`config.mk`:
```
export PLATFORM = sky130hd
export DESIGN_NAME = cpu_step_sequencer
export DESIGN_NICKNAME = d
export VERILOG_FILES = /design/src/rtl/cpu_step_sequencer.sv
export SDC_FILE = /design/constraint.sdc
export NUM_CORES = 1
export LEC_CHECK = 0
export CORE_MARGIN = 2
export CORE_UTILIZATION = 30
export DETAILED_ROUTE_END_ITERATION = 8
export DONT_BUFFER_PORTS = 1
export PLACE_DENSITY_LB_ADDON = 0.1
export SLEW_MARGIN = 30
export SYNTH_ARGS = -nofsm -noshare
export SYNTH_HDL_FRONTEND = slang
export SYNTH_SLANG_ARGS = --single-unit
```
`constraint.sdc`:
```
create_clock -name clk -period 1.4 [get_ports clk]
set_clock_uncertainty 0.1 [all_clocks]
set_input_delay 0.21 -clock clk [delete_from_list [all_inputs] [get_ports clk]]
set_output_delay 0.21 -clock clk [all_outputs]
set_load 0.01 [all_outputs]
```
`src/rtl/cpu_step_sequencer.sv`:
```
// Multicycle control sequencer: decodes IR contents and drives datapath enables per step.
// Latency T0..done inclusive: LOAD/COPY/illegal 2, INV/FLP 3, binary/immediate 4 cycles.
// Flow control: run sampled only in IDLE and done cycles; run held high chains instructions.
//
// Ports:
//   clk, rst          clock, asynchronous active-high reset
//   run               request to execute one instruction
//   instr             IR contents (stable from T1 through the done cycle)
//   ir_in, ext        IR load, external bus drive
//   imm_en, imm       immediate bus drive and extended immediate value
//   rin, rout         register write / read addresses
//   enw, enr          register file write / read enables
//   ain, gin, gout    A load, G load, G bus drive
//   alu_op            ALU function select
//   busy, done        not-IDLE flag, final-step pulse
//   illegal           pulse on an undefined FN
//   step              current step number (0 while IDLE)
module cpu_step_sequencer #(
  parameter int DATA_W     = 10,
  parameter int RA_W       = 2,
  parameter int SIGNED_IMM = 0
) (
  input  logic              clk,
  input  logic              rst,
  input  logic              run,
  input  logic [DATA_W-1:0] instr,
  output logic              ir_in,
  output logic              ext,
  output logic              imm_en,
  output logic [DATA_W-1:0] imm,
  output logic [RA_W-1:0]   rin,
  output logic [RA_W-1:0]   rout,
  output logic              enw,
  output logic              enr,
  output logic              ain,
  output logic              gin,
  output logic              gout,
  output logic [3:0]        alu_op,
  output logic              busy,
  output logic              done,
  output logic              illegal,
  output logic [1:0]        step
);

  localparam int IMM_W = RA_W + 4;

  localparam logic [3:0] FN_LOAD = 4'd0;
  localparam logic [3:0] FN_COPY = 4'd1;
  localparam logic [3:0] FN_ADD  = 4'd2;
  localparam logic [3:0] FN_SUB  = 4'd3;
  localparam logic [3:0] FN_INV  = 4'd4;
  localparam logic [3:0] FN_FLP  = 4'd5;

  typedef enum logic [2:0] {
    S_IDLE,
    S_T0,
    S_T1,
    S_T2,
    S_T3
  } state_t;

  state_t r_state;
  state_t w_next;

  logic              w_m;
  logic              w_s;
  logic [RA_W-1:0]   w_rx;
  logic [RA_W-1:0]   w_ry;
  logic [3:0]        w_fn;
  logic [DATA_W-1:0] w_imm_ext;
  logic              w_is_unary;
  logic              w_is_illegal;
  logic              w_unused;

  assign w_m  = instr[DATA_W-1];
  assign w_s  = instr[DATA_W-2];
  assign w_rx = instr[2*RA_W+3:RA_W+4];
  assign w_ry = instr[RA_W+3:4];
  assign w_fn = instr[3:0];

  // Reserved instruction bits are deliberately ignored.
  assign w_unused = ^instr;

  generate
    if (SIGNED_IMM != 0) begin : g_sext
      assign w_imm_ext = {{(DATA_W-IMM_W){instr[IMM_W-1]}}, instr[IMM_W-1:0]};
    end else begin : g_zext
      assign w_imm_ext = {{(DATA_W-IMM_W){1'b0}}, instr[IMM_W-1:0]};
    end
  endgenerate

  assign w_is_unary   = (w_fn == FN_INV) || (w_fn == FN_FLP);
  assign w_is_illegal = (w_fn >= 4'd12);

  always_ff @(posedge clk or posedge rst) begin
    if (rst) begin
      r_state <= S_IDLE;
    end else begin
      r_state <= w_next;
    end
  end

  always_comb begin
    w_next  = r_state;
    ir_in   = 1'b0;
    ext     = 1'b0;
    imm_en  = 1'b0;
    imm     = '0;
    rin     = '0;
    rout    = '0;
    enw     = 1'b0;
    enr     = 1'b0;
    ain     = 1'b0;
    gin     = 1'b0;
    gout    = 1'b0;
    alu_op  = 4'd0;
    busy    = 1'b1;
    done    = 1'b0;
    illegal = 1'b0;
    step    = 2'd0;

    case (r_state)
      S_IDLE: begin
        busy = 1'b0;
        if (run) w_next = S_T0;
      end

      S_T0: begin
        ir_in  = 1'b1;
        ext    = 1'b1;
        w_next = S_T1;
      end

      S_T1: begin
        step = 2'd1;
        if (w_m) begin
          // Immediate ops: first operand rx into A.
          rout   = w_rx;
          enr    = 1'b1;
          ain    = 1'b1;
          w_next = S_T2;
        end else if (w_fn == FN_LOAD) begin
          ext  = 1'b1;
          rin  = w_rx;
          enw  = 1'b1;
          done = 1'b1;
        end else if (w_fn == FN_COPY) begin
          rout = w_ry;
          enr  = 1'b1;
          rin  = w_rx;
          enw  = 1'b1;
          done = 1'b1;
        end else if (w_is_unary) begin
          rout   = w_ry;
          enr    = 1'b1;
          gin    = 1'b1;
          alu_op = w_fn;
          w_next = S_T2;
        end else if (w_is_illegal) begin
          // Terminate without touching the datapath.
          illegal = 1'b1;
          done    = 1'b1;
        end else begin
          rout   = w_rx;
          enr    = 1'b1;
          ain    = 1'b1;
          w_next = S_T2;
        end
      end

      S_T2: begin
        step = 2'd2;
        if (w_m) begin
          imm_en = 1'b1;
          imm    = w_imm_ext;
          gin    = 1'b1;
          alu_op = w_s ? FN_SUB : FN_ADD;
          w_next = S_T3;
        end else if (w_is_unary) begin
          gout = 1'b1;
          rin  = w_rx;
          enw  = 1'b1;
          done = 1'b1;
        end else begin
          rout   = w_ry;
          enr    = 1'b1;
          gin    = 1'b1;
          alu_op = w_fn;
          w_next = S_T3;
        end
      end

      S_T3: begin
        step = 2'd3;
        gout = 1'b1;
        rin  = w_rx;
        enw  = 1'b1;
        done = 1'b1;
      end

      default: begin
        busy   = 1'b0;
        w_next = S_IDLE;
      end
    endcase

    // Every done cycle is also a handshake point for the next instruction.
    if (done) w_next = run ? S_T0 : S_IDLE;
  end

endmodule
```
==> results_dict.tcl, run 1 <==
set metrics [dict create \
    outcome "finished with violations" \
    failing_checks "setup timing" \
    dieHeight_um 49.1 \
    max_slew_margin 0.665 \
    boundary_pin_count 44 \
    crit_arrival_ns 1.47 \
    critical_path_peak_fanout 7 \
    cts.root.buffer_cell "clkbuf_4" \
    numPortBuffers 0 \
    drv.max_cap_violation_count 0 \
    antenna_found_initial 0 \
    reg2reg_slack_ns -0.04 \
    worstReg2RegStart "r_state[0]" \
    total_cts_buffers 3 \
    maxClockFrequency_mhz 563 \
    firstDrtPassIters 4 \
    synth_top_cell_by_area "dfrtp_1" \
    dr_total_vias 726 \
    wire_length_of_the_first_global_routing_pass_um 3150 \
    synthCells 86 \
    report.final.setup_viol 27 \
    path_class "reg -> out" \
    cp.depth 5 \
    synth_enable_flop_cells 0 \
    timing.final.crit_share 1.27 \
    cp-end-kind "primary output" \
    num_antenna_cells 0 \
    drc 0 \
    fin_total_pwr_mw 2.01 \
    ys_dominant_reg_cell "dfrtp_1" \
    floorplan.die.width_um 49.1 \
    crit_buf_inv 2 \
    synthesis.yosys.warnings 0 \
    cts_tree "built" \
    synth.top_cells.by_area "dfrtp_1 (12%), clkbuf_8 (6.8%), a21oi_1 (6.6%), buf_4 (4.9%), nand2_1 (4.9%)" \
    clock_pin_slew_on_the_worst_setup_and_hold_paths_ns 0.04 \
    worst_r2r_endpoint "r_state[0]" \
    total_count_of_max_transition_violations_in_the_final_report 0 \
    synth_area_um2 609 \
    final_hold_viol_count 0 \
    clock_insertion_delay_worst_skew_ns 0.24 \
    synth_seq_cells 3 \
    post_route_cells_drive_above_1_share 0.658 \
    dpl.hpwl_um 1340 \
    avgViaCountPerCell 5.15 \
    vdd_drop_max_uv 890 \
    rr_worst_depth 6 \
    numClockSinks 3 \
    ffs_w_async_s_r_synth 1.00 \
    die_area_um2 2410 \
    htree_num_levels 1 \
    antenna_left 0 \
    powerDensity_nw_per_um2 1820 \
    initial_core_util 0.314 \
    core_area_um2 1940 \
    totalNegativeSetupSlack_ns -7.24 \
    cpPeakStageDelay_ns 0.40 \
    worst_setup_path_start_kind "flop" \
    ctsLongestPathBuffers 2 \
    final_util 0.568 \
    largest_registers "r_state x3" \
    detailedPlace.worstSlack_ns -0.174 \
    worst-endpoint-required_ns 1.09 \
    drt-total-wl_um 2060 \
    drt_iter0_drc 10 \
    largest_reg_flops 3 \
    synth_top_cells_by_count "a21oi_1 (8), nand2_1 (8), nor2_1 (8)" \
    worst_setup_path_endpoint "imm[3]" \
    ordered_cell_list_for_the_critical_path "buf_4 > nand3b_1 > buf_6 > nor2_4 > and2_4" \
    yosys_top_cell_area_share 0.123 \
    syn_area_per_cell_um2 7.09 \
    power.static_leakage_nw 0.470 \
    grt-ovfl-total 0 \
    worstSetupStartpoint "r_state[0]" \
    cpMaxStageDelayCell "dfrtp_2" \
    period_needed_ns 1.78 \
    route.detailed.wl_per_inst_um 14.6 \
    synth-seq-area-share 0.123 \
    grt.total_usage 0.167 \
    via_count_of_the_first_global_routing_pass 669 \
    hp-class "in -> reg" \
    finalWorstSetupSlack_ns -0.376 \
    synth_cell_type_count 35 \
    flow.area_growth_from_synthesis_pct 80.9 \
    family_with_the_most_delay_on_the_worst_path "simple AND/OR/NAND/NOR gates" \
    number_of_fill_cells_in_the_layout 202 \
    grt_max_degree 17 \
    gp_congestion 0.774 \
    register_name_with_the_most_flops "r_state" \
    worstMarginPinSlew_ns 0.498 \
    std_cell_rows 16 \
    layout.nets 128 \
    unrepaired_setup_endpoints_after_global_routing "true" \
]
-- area by class of cell --
cell class	instances	area, um2	area share
repair buffers	31	285	0.259
flip-flops and latches	3	77.6	0.0704
multi-input cells	72	664	0.603
inverters	4	15.0	0.0136
well taps	27	33.8	0.0306
clock buffers	4	26.3	0.0238
-- power breakdown --
| group | switching (mW) | total (mW) | internal [mW] |
|---|---|---|---|
| clock network | 0.0521 | 0.159 | 0.107 |
| logic | 0.766 | 1.64 | 0.875 |
| registers | 0.0794 | 0.207 | 0.128 |
-- per-stage QoR --
stage          hold slack, ns  area (um2)  instances
2_1_floorplan          -0.136         677         89
3_3_place_gp           -0.126         792        128
3_5_place_dp           -0.125         792        128
4_1_cts                0.0597        1010        138
5_1_grt                0.0612        1100        141
6_report               0.0642        1100        141
-- cells in the final DEF, fill, tap and decap left out, types with 3 or more instances in the layout --
cell      count
xnor2_2       3
nand2b_4      3
a21oi_1       5
inv_1         3
nand2_1       6
clkbuf_4      3
buf_4        19
o21ai_0       3
and2_4        5
nor2_4        5
conb_1        4
buf_6        10
-- worst min path at each step --
stage          start  slack [ns]          to  cells after the start
2_1_floorplan    rst       -0.14  r_state[0]                      1
3_3_place_gp     rst       -0.13  r_state[1]                      1
3_5_place_dp     rst       -0.13  r_state[1]                      1
4_1_cts          run        0.06  r_state[0]                      1
5_1_grt          run        0.06  r_state[0]                      1
6_report         run        0.06  r_state[0]                      1
-- what timing repair did --
action                                  4_1_cts  5_1_grt
endpoints found under the setup margin       27       28
hold buffers                                  1        0
gates cloned                                  1        0
pin swaps                                    16        8
gates resized for setup                      32       15
hold endpoints to repair                      3        0
setup buffers                                 4        3
-- cells by family after synthesis --
| kind of cell | synth area share |
|---|---|
| other | 0.00615 |
| buffers and inverters | 0.185 |
| xor gates and xnor gates | 0.0575 |
| and+or+nand+nor | 0.363 |
| AOI/OAI and AO/OA | 0.265 |
| DFF | 0.123 |
-- worst reg2reg max path: stages (launching register included) --
cell and delay [ns]:
dfrtp_2 0.43, buf_12 0.15, buf_6 0.12, nor2_4 0.11
a31oi_4 0.09, buf_6 0.12, o221a_4 0.19
-- per-layer routing --
metal	part of all wire	vias to the layer above	global-route usage
li1	-	356	-
met1	0.44	345	0.228
met2	0.50	23	0.261
met3	0.054	2	0.0215
met4	0.013	0	0.0714
met5	0	-	0
No activity file was read; power rests on OpenSTA's default activity.
==> run 2: changes to the inputs <==
RECOVER_POWER = 50   (was not set)
SETUP_SLACK_MARGIN = 0.02   (was not set)
==> run 2 against run 1 <==
Compared with the run above:
- total power down 0.63%
- die area unchanged
- highest routed layer unchanged
- the run still ends with setup timing left
- flip-flop and latch count unchanged
- global-route usage is 0.62 points higher
- critical path type unchanged
- wire length increased by 0.92%
==> results_dict.tcl, run 2 (synthesis gave the netlist of run 1 again) <==
set metrics [dict create \
    vdd_drop_max_uv 961 \
    cts_tree "built" \
    firstDrtPassIters 6 \
    unrepaired_setup_endpoints_after_global_routing "true" \
    antenna_found_initial 0 \
    cpPeakStageDelay_ns 0.40 \
    drv.max_cap_violation_count 0 \
    boundary_pin_count 44 \
    totalNegativeSetupSlack_ns -6.99 \
    dr_total_vias 726 \
    layout.nets 126 \
    cpMaxStageDelayCell "dfrtp_2" \
    post_route_cells_drive_above_1_share 0.696 \
    outcome "finished with violations" \
    total_count_of_max_transition_violations_in_the_final_report 0 \
    timing.final.crit_share 1.27 \
    grt-ovfl-total 0 \
    gp_congestion 0.808 \
    flow.area_growth_from_synthesis_pct 83.6 \
    wire_length_of_the_first_global_routing_pass_um 3330 \
    cts.root.buffer_cell "clkbuf_4" \
    maxClockFrequency_mhz 564 \
    finalWorstSetupSlack_ns -0.372 \
    largest_reg_flops 3 \
    final_common_cell "buf_4" \
    crit_arrival_ns 1.46 \
    ordered_cell_list_for_the_critical_path "buf_4 > nand3b_1 > buf_6 > nor2_4 > nand2_1 > o41ai_4" \
    clock_pin_slew_on_the_worst_setup_and_hold_paths_ns 0.03 \
    largest_registers "r_state x3" \
    via_count_of_the_first_global_routing_pass 704 \
    initial_core_util 0.314 \
    failing_checks "setup timing" \
    drc 0 \
    hp-class "in -> reg" \
    layout_common_cells "buf_4 (19), buf_6 (8), nand2_1 (6)" \
    clock_insertion_delay_worst_skew_ns 0.23 \
    dieHeight_um 49.1 \
    final_hold_viol_count 0 \
    grt.total_usage 0.173 \
    avgViaCountPerCell 5.22 \
    antenna_left 0 \
    numPortBuffers 0 \
    number_of_fill_cells_in_the_layout 183 \
    family_with_the_most_delay_on_the_worst_path "simple AND/OR/NAND/NOR gates" \
    cp-end-kind "primary output" \
    crit_buf_inv 2 \
    floorplan.die.width_um 49.1 \
    powerDensity_nw_per_um2 1780 \
    report.final.setup_viol 26 \
    min_delay_path_depth 1 \
    register_name_with_the_most_flops "r_state" \
    period_needed_ns 1.77 \
    cp.depth 6 \
    grt_max_degree 17 \
    die_area_um2 2410 \
    worst-endpoint-required_ns 1.09 \
    std_cell_rows 16 \
    dpl.hpwl_um 1350 \
    power.static_leakage_nw 0.479 \
    drt_iter0_drc 10 \
    worst_setup_path_start_kind "flop" \
    ctsLongestPathBuffers 2 \
    drt-total-wl_um 2080 \
    holdWs_ns 0.0840 \
    route.detailed.wl_per_inst_um 15.0 \
    num_antenna_cells 0 \
    total_cts_buffers 3 \
    core_area_um2 1940 \
    path_class "reg -> out" \
    htree_num_levels 1 \
    numClockSinks 3 \
    critical_path_peak_fanout 7 \
    rr_worst_depth 6 \
]
## run 2: power breakdown
part           internal (mW)  total, mW  switching (mW)
logic                  0.857       1.65           0.793
clock network          0.107      0.148          0.0411
registers              0.128      0.197          0.0692
total                   1.09       2.00           0.904
## run 2: final timing paths
path                              end  slack [ns]       start
setup / recovery            alu_op[0]       -0.37  r_state[0]
hold / removal             r_state[0]        0.08         run
setup reg to reg           r_state[0]       -0.06  r_state[0]
hold reg to reg            r_state[1]        0.47  r_state[2]
max in group asynchronous  r_state[0]        0.87         rst
min in group asynchronous  r_state[2]        0.18         rst
## run 2: final cells by class
type                       instances  area (um2)  area share
inverter                           4        15.0      0.0134
timing repair buffer              30         278       0.248
sequential                         3        77.6      0.0694
tap                               27        33.8      0.0302
clock buffer                       4        26.3      0.0235
multi-input combinational         71         688       0.615
## run 2: worst register-to-register path, delay by kind of cell (launching register included)
kind	cells	cell delay (ns)
and+or+nand+nor	1	0.09
DFF	1	0.43
AOI/OAI and AO/OA	2	0.29
buffers and inverters	3	0.43
## run 2: timing repair
| action | CTS | global route |
|---|---|---|
| endpoints found under the setup margin | 28 | 28 |
| setup buffers | 5 | 4 |
| pin swaps | 15 | 7 |
| hold buffers | 1 | 0 |
| hold endpoints to repair | 3 | 0 |
| resized for setup | 38 | 13 |
## run 2: through the flow
stage / setup WS, ns / area (um2) / instances / total power [mW] / utilization
finish: -0.372 / 1120 / 139 / 2.00 / 0.576
global route: -0.435 / 1120 / 139 / 2.12 / 0.576
CTS: -0.352 / 1030 / 136 / 1.79 / 0.532
detailed placement: -0.181 / 785 / 127 / 1.24 / 0.404
global placement: -0.163 / 785 / 127 / 1.24 / 0.404
floorplan: -0.120 / 677 / 89 / 0.947 / -
## run 2: layer usage
metal  routed length, um  up-vias  GRT usage  part of all wire
li1                    -      345          -                 -
met1                 813      332      0.224              0.39
met2                1040       44      0.284              0.50
met3                 194        5     0.0337             0.093
met4                  39        0     0.0619             0.019
met5                   0        -          0                 0
==> run 3: changes to the inputs <==
CORE_UTILIZATION = 45   (was 30)
==> run 3 against run 2 <==
Compared with the run above:
- the run still ends with setup timing left
- cell count is 9.4% lower
- die area is 31% lower
- non-clock buffer count is 1 lower
- global-route usage is 6.3 points higher
- final area is 2.7% lower
- critical path type unchanged
- critical endpoint is now done
- largest cell class unchanged
- largest power group unchanged
==> results_dict.tcl, run 3 (synthesis gave the netlist of run 1 again) <==
set metrics [dict create \
    groute.layer.met3.usage 0.0543 \
    clock_pin_slew_on_the_worst_setup_and_hold_paths_ns 0.04 \
    cts.root.buffer_cell "clkbuf_4" \
    clock_insertion_delay_worst_skew_ns 0.25 \
    number_of_fill_cells_in_the_layout 75 \
    worstMarginPinSlew_ns 0.619 \
    crit_buf_inv 1 \
    ordered_cell_list_for_the_critical_path "xnor2_2 > nand2_1 > o21a_1 > o31ai_1 > buf_4" \
    dpl-instance-area_um2 777 \
    die_area_um2 1660 \
    worst_setup_path_start_kind "flop" \
    route.detailed.wl_per_inst_um 18.3 \
    register_name_with_the_most_flops "r_state" \
    grt.busiest_layer "met2" \
    final_hold_viol_count 0 \
    avgViaCountPerCell 6.06 \
    gp_congestion 0.844 \
    antenna_found_initial 0 \
    path_class "reg -> out" \
    globalRouteMet2Util 0.371 \
    maxClockFrequency_mhz 536 \
    boundary_pin_count 44 \
    flow.area_growth_from_synthesis_pct 78.6 \
    post_route_cells_drive_above_1_share 0.667 \
    period_needed_ns 1.87 \
    finalWorstSetupSlack_ns -0.467 \
    ctsLongestPathBuffers 2 \
    report.final.setup_viol 27 \
    critical_path_peak_fanout 3 \
    design_area_um2 1090 \
    globalRouteMet1Util 0.315 \
    layout.nets 125 \
    dr_total_vias 763 \
    total_cts_buffers 3 \
    firstDrtPassIters 4 \
    drt_iter0_drc 21 \
    total_count_of_max_transition_violations_in_the_final_report 0 \
    grt.total_usage 0.237 \
    core_area_um2 1280 \
    numPortBuffers 0 \
    largest_reg_flops 3 \
    dpl.hpwl_um 1330 \
    outcome "finished with violations" \
    std_cell_rows 13 \
    worst-endpoint-required_ns 1.09 \
    grt-ovfl-total 0 \
    grt_max_degree 17 \
    max_slew_margin 0.583 \
    crit_arrival_ns 1.56 \
    timing.final.crit_share 1.33 \
    floorplan.die.width_um 40.8 \
    drc 0 \
    totalNegativeSetupSlack_ns -7.74 \
    final_common_cell "buf_4" \
    detailedPlace.worstSlack_ns -0.188 \
    drv.max_cap_violation_count 0 \
    initial_core_util 0.474 \
    cpMaxStageDelayCell "dfrtp_2" \
    antenna_left 0 \
    dieHeight_um 40.8 \
    failing_checks "setup timing" \
    power.static_leakage_nw 0.464 \
    num_antenna_cells 0 \
    drt-total-wl_um 2300 \
    htree_num_levels 1 \
    vdd_drop_max_uv 943 \
    cp-end-kind "primary output" \
    unrepaired_setup_endpoints_after_global_routing "true" \
    holdWs_ns 0.0597 \
    numClockSinks 3 \
    wire_length_of_the_first_global_routing_pass_um 2590 \
    via_count_of_the_first_global_routing_pass 592 \
    cts_tree "built" \
    family_with_the_most_delay_on_the_worst_path "flip-flops" \
    powerDensity_nw_per_um2 1870 \
    hp-class "in -> reg" \
    layout_common_cells "buf_4 (16), buf_6 (11)" \
    largest_registers "r_state x3" \
    cpPeakStageDelay_ns 0.43 \
]
-- run 3: area by class of cell --
type | instances | area [um2] | area share
clock buffer | 4 | 26.3 | 0.0241
tap | 15 | 18.8 | 0.0172
inverter | 4 | 15.0 | 0.0138
sequential | 3 | 77.6 | 0.0713
multi-input combinational | 71 | 677 | 0.622
timing repair buffer | 29 | 274 | 0.252
-- run 3: path summary, 6_finish.rpt --
path | startpoint | to | slack (ns) | depth (start not counted)
min | run | r_state[0] | 0.06 | 1
min in group asynchronous | rst | r_state[2] | 0.19 | 2
max reg2reg | r_state[0] | r_state[0] | -0.06 | 6
max in group asynchronous | rst | r_state[1] | 0.85 | 2
max | r_state[0] | done | -0.47 | 5
min reg2reg | r_state[2] | r_state[1] | 0.60 | 2
-- run 3: timing repair --
item	in CTS	in global routing
endpoints found under the hold margin	3	0
setup buffers	2	4
endpoints found under the setup margin	27	28
pin swaps	16	10
gates resized for setup	28	24
hold buffers	1	0
-- run 3: worst reg2reg max path, cell delays in order, from the launching register on --
cell,delay [ns]
dfrtp_2,0.43
buf_6,0.16
buf_12,0.14
nor2_4,0.08
a31oi_2,0.09
buf_4,0.14
o221a_4,0.20
-- run 3: routing by layer --
metal	part of all wire	wire, um
met1	0.40	926
met2	0.52	1200
met3	0.073	167
met4	0.0056	13
met5	0	0
-- run 3: metrics by stage --
stage | total power [mW] | cells | util
floorplan | 0.947 | 89 | -
global placement | 1.24 | 116 | 0.605
detailed placement | 1.25 | 116 | 0.605
CTS | 1.69 | 123 | 0.742
global route | 2.16 | 126 | 0.847
finish | 2.04 | 126 | 0.847
-- run 3: power breakdown --
group / leakage, nW / internal (mW) / switching (mW)
registers: 0.0362 / 0.128 / 0.0625
logic: 0.413 / 0.855 / 0.827
clock network: 0.0150 / 0.108 / 0.0604
total: 0.464 / 1.09 / 0.950
